<file path="src/rtl/branch_pht.sv">
// Pattern history table of 2-bit saturating branch counters indexed by PC word bits.
// Combinational prediction read, registered update with misprediction pulse and counter.
module branch_pht #(
    parameter int INDEX_BITS = 4,
    parameter int XLEN       = 32,
    parameter int CNT_W      = 16
) (
    input  logic             clk,
    input  logic             rst,
    input  logic [XLEN-1:0]  pred_pc,
    output logic             pred_taken,
    output logic [1:0]       pred_state,
    input  logic             upd_valid,
    input  logic [XLEN-1:0]  upd_pc,
    input  logic             upd_taken,
    output logic             mispredict,
    output logic [CNT_W-1:0] mispredict_cnt
);

    localparam int ENTRIES = 1 << INDEX_BITS;

    logic [1:0]            pht_q [ENTRIES];
    logic [INDEX_BITS-1:0] pred_idx;
    logic [INDEX_BITS-1:0] upd_idx;
    logic [1:0]            upd_cur;
    logic [1:0]            upd_next;
    logic                  upd_miss;

    assign pred_idx   = pred_pc[INDEX_BITS+1:2];
    assign upd_idx    = upd_pc[INDEX_BITS+1:2];
    assign pred_state = pht_q[pred_idx];
    assign pred_taken = pred_state[1];
    assign upd_cur    = pht_q[upd_idx];
    assign upd_miss   = upd_valid && (upd_taken != upd_cur[1]);

    // Tag-less table: PC bits outside the index are intentionally dropped.
    logic unused_pc_bits;
    assign unused_pc_bits = ^{pred_pc[XLEN-1:INDEX_BITS+2], pred_pc[1:0],
                              upd_pc[XLEN-1:INDEX_BITS+2], upd_pc[1:0]};

    always_comb begin
        upd_next = upd_cur;
        if (upd_taken) begin
            if (upd_cur != 2'b11) upd_next = upd_cur + 2'b01;
        end else begin
            if (upd_cur != 2'b00) upd_next = upd_cur - 2'b01;
        end
    end

    always_ff @(posedge clk) begin
        if (rst) begin
            for (int i = 0; i < ENTRIES; i++) begin
                pht_q[i] <= 2'b01;
            end
            mispredict     <= 1'b0;
            mispredict_cnt <= '0;
        end else begin
            if (upd_valid) begin
                pht_q[upd_idx] <= upd_next;
            end
            mispredict <= upd_miss;
            if (upd_miss && !(&mispredict_cnt)) begin
                mispredict_cnt <= mispredict_cnt + 1'b1;
            end
        end
    end

endmodule

</file>
<file path="config.mk">
export PLATFORM = sky130hd
export DESIGN_NAME = branch_pht
export DESIGN_NICKNAME = d
export VERILOG_FILES = /design/src/rtl/branch_pht.sv
export SDC_FILE = /design/constraint.sdc
export NUM_CORES = 1
export LEC_CHECK = 0
export BUFFER_PORTS_ARGS = -buffer_cell sky130_fd_sc_hd__buf_2
export CORE_MARGIN = 2
export CORE_UTILIZATION = 50
export CTS_CLUSTER_SIZE = 20
export DETAILED_ROUTE_END_ITERATION = 12
export GPL_ROUTABILITY_DRIVEN = 0
export GPL_TIMING_DRIVEN = 1
export PLACE_DENSITY = 0.82
export SYNTH_ARGS = -nofsm -noshare
export SYNTH_HDL_FRONTEND = slang
export SYNTH_SLANG_ARGS = --single-unit
</file>
<file path="constraint.sdc">
create_clock -name clk -period 3.3 [get_ports clk]
set_input_delay 0.165 -clock clk [delete_from_list [all_inputs] [get_ports clk]]
set_output_delay 0.165 -clock clk [all_outputs]
set_load 0.03 [all_outputs]
</file>
==> flow_summary.json <==
{
  "status": "finished clean",
  "rsz0062_at_grt": "no",
  "tightest_slew_ns": 0.8925,
  "clk_path_buf_depth": 2,
  "initial_core_util_pct": 50.86,
  "hold_path_end": "mispredict",
  "drive_gt1_share_pct": 27.01,
  "finalPower_w": 0.001258,
  "cts_tree": "done",
  "cts_resized": 0,
  "yosysSeqAreaShare_pct": 47.04,
  "die_y_um": 78.38,
  "first_pass_iters": 4,
  "cts_sinks": 49,
  "slew_headroom_pct": 39.56,
  "core_mm2": 0.005439,
  "grt_pass1_vias": 1981,
  "r2r_slack_ns": 0.53,
  "vdd_ir_drop_max_v": 0.0002046,
  "path_clk_slew_ns": 0.09,
  "finalHoldViolCount": 0,
  "p_switching_w": 0.0003069,
  "pin_count": 88,
  "final_common_cell": "edfxtp_1",
  "cts_max_level": 2,
  "num_rows": 27,
  "die_w_um": 78.38,
  "critPathLaunchType": "register",
  "cp-startpoint": "pht_q[3][1]",
  "wirelength_mm": 5.651,
  "hp-start": "upd_valid",
  "layout_common_cells": "edfxtp_1, buf_2, nor2_1",
  "viasPerCell": 5.951,
  "die_area_mm2": 0.006143,
  "post_cts_buffers": 0,
  "synthArstFlopShare_pct": 0,
  "clkPwrFrac_pct": 32.1,
  "track_usage_pct": 19.91,
  "fin_ws_ns": 0.5332,
  "finalSetupViolCount": 0,
  "ant_nets": 0,
  "arrival_ns": 2.99,
  "post_drt_wl_per_cell_um": 16.33,
  "dp_slack_ns": 0.4508,
  "dr.first_iter.drc_count": 290,
  "drv_cap": 0,
  "n_antenna_cell": 0,
  "grt_antenna_before_repair": 0,
  "p_leak_nw": 1.011,
  "area_growth_pct": 10.72,
  "fillers": 456,
  "synth.area.top_cells": "edfxtp_1, mux4_2, dfxtp_1, nor2_1, nand2b_1",
  "cp-end-kind": "register",
  "root_buffer": "clkbuf_8",
  "syn_area_mm2": 0.002766,
  "internal_power_w": 0.0009511,
  "finClkSkew_ns": 0.01054,
  "clock_latency_ns": 0.30,
  "cp_data_required_time_ns": 3.52,
  "fin_area_mm2": 0.003063,
  "fin_crit_ns": 2.767,
  "hold_path_class": "in2reg",
  "synth-edff-count": 32,
  "cts_made_buffers": 5,
  "fin_crit_sh_pct": 83.84,
  "switching_share_pct": 24.40,
  "ys_seq_elements": 49,
  "hold_depth": 3,
  "power_frac_comb_pct": 14.1,
  "powerDensity_mw_per_mm2": 410.7,
  "p_seq_share_pct": 53.8,
  "syn-num-nets": 318,
  "grt_pass1_wl_mm": 9.528,
  "ys_types": 38,
  "worst-setup-path-type": "reg2reg",
  "slew_violations": 0,
  "cts-hold-fix-buffers": 0,
  "fmax_mhz": 361.4,
  "placed_area_mm2": 0.002952,
  "io_buffers": 31,
  "grt-ovfl-total": 0,
  "drc": 0,
  "r2r-start": "pht_q[3][1]",
  "route.vias.total": 2059,
  "grt_start_max_net_pins": 39,
  "yosysTopAreaCellShare_pct": 34.74,
  "synth_cells": 249,
  "rr_worst_depth": 6,
  "finalSetupTns_ns": 0,
  "ys.flop_type": "edfxtp_1",
  "hpwlAfterDp_mm": 4.056,
  "yosysWarnings": 0,
  "path_max_fanout": 12,
  "yosysTopAreaCell": "edfxtp_1",
  "avgSynthCellArea_um2": 11.11,
  "final_nets": 342,
  "reg2reg_to": "mispredict_cnt[4]"
}
## cell families (layout without fill, tap and decap cells)
| logic type | Yosys count | after routing | synth area share, % |
|---|---|---|---|
| mux | 24 | 24 | 18.05 |
| xor+xnor | 1 | 1 | 0.5881 |
| fa+ha+maj | 2 | 2 | 0.8592 |
| flops | 49 | 49 | 47.04 |
| buf+inv | 25 | 50 | 4.342 |
| simple gates | 119 | 119 | 22.48 |
| compound gates | 29 | 29 | 6.649 |
## worst max path at each step
stage,slack (ns),endpoint,depth (start not counted)
after floorplan,0.75,mispredict_cnt[10],7
after global placement,0.54,mispredict_cnt[13],7
after detailed placement,0.45,mispredict_cnt[4],7
after CTS,0.56,mispredict_cnt[4],6
after global routing,0.45,mispredict_cnt[4],6
final,0.53,mispredict_cnt[4],6
## state kept, by name, summed over array words and instances, names as in the netlist
signal          count
mispredict          1
mispredict_cnt     16
pht_q              32
## routing by layer
metal  vias up  track usage, %  routed length, um
met5         -               0                  0
met4         0           5.789                 75
met3         7           2.529                345
met2        75           35.60               2994
met1       988           25.42               2235
li1        989               -                  -
## power by group through the flow
stage | combinational (W) | sequential [W] | clock, W
5_1_grt | 0.000194 | 0.000678 | 0.000436
2_1_floorplan | 0.000137 | 0.000692 | 0
3_5_place_dp | 0.000177 | 0.000691 | 0
4_1_cts | 0.000178 | 0.000676 | 0.000414
3_3_place_gp | 0.000174 | 0.000690 | 0
6_report | 0.000178 | 0.000677 | 0.000404
## worst max-delay path, cell delays in order, from the launching register on
cell,delay [ns]
edfxtp_1,0.45
mux4_2,0.48
mux4_2,0.57
xnor2_2,0.28
buf_4,0.23
or4_1,0.50
a21oi_1,0.16
## metrics by stage
step,hold slack (ns),instances,utilization [%]
after floorplan,0.3443,249,-
after global placement,0.4798,338,54.27
after detailed placement,0.4941,338,54.27
after CTS,0.2323,346,56.31
after global routing,0.2393,346,56.31
final,0.2301,346,56.31
## synth_stat cells, types with 4 or more instances
library cell / instances
a21oi_1: 12
buf_4: 4
clkbuf_1: 10
dfxtp_1: 17
edfxtp_1: 32
inv_1: 5
mux4_2: 20
nand2_1: 22
nand2b_1: 14
nand3_1: 14
nand4_1: 6
nor2_1: 24
nor2b_1: 7
nor3_1: 6
nor4_1: 4
o31ai_1: 10
or2_2: 5
or4_1: 9
## layout make-up
type                       instances  area, um2  area share [%]
inverter                           6      22.52          0.7353
tap                               72      90.09           2.941
timing repair buffer              36      192.7           6.291
sequential                        49       1301           42.48
multi-input combinational        175       1345           43.91
clock buffer                       8      111.4           3.636
(Power assumes the default switching activity.)
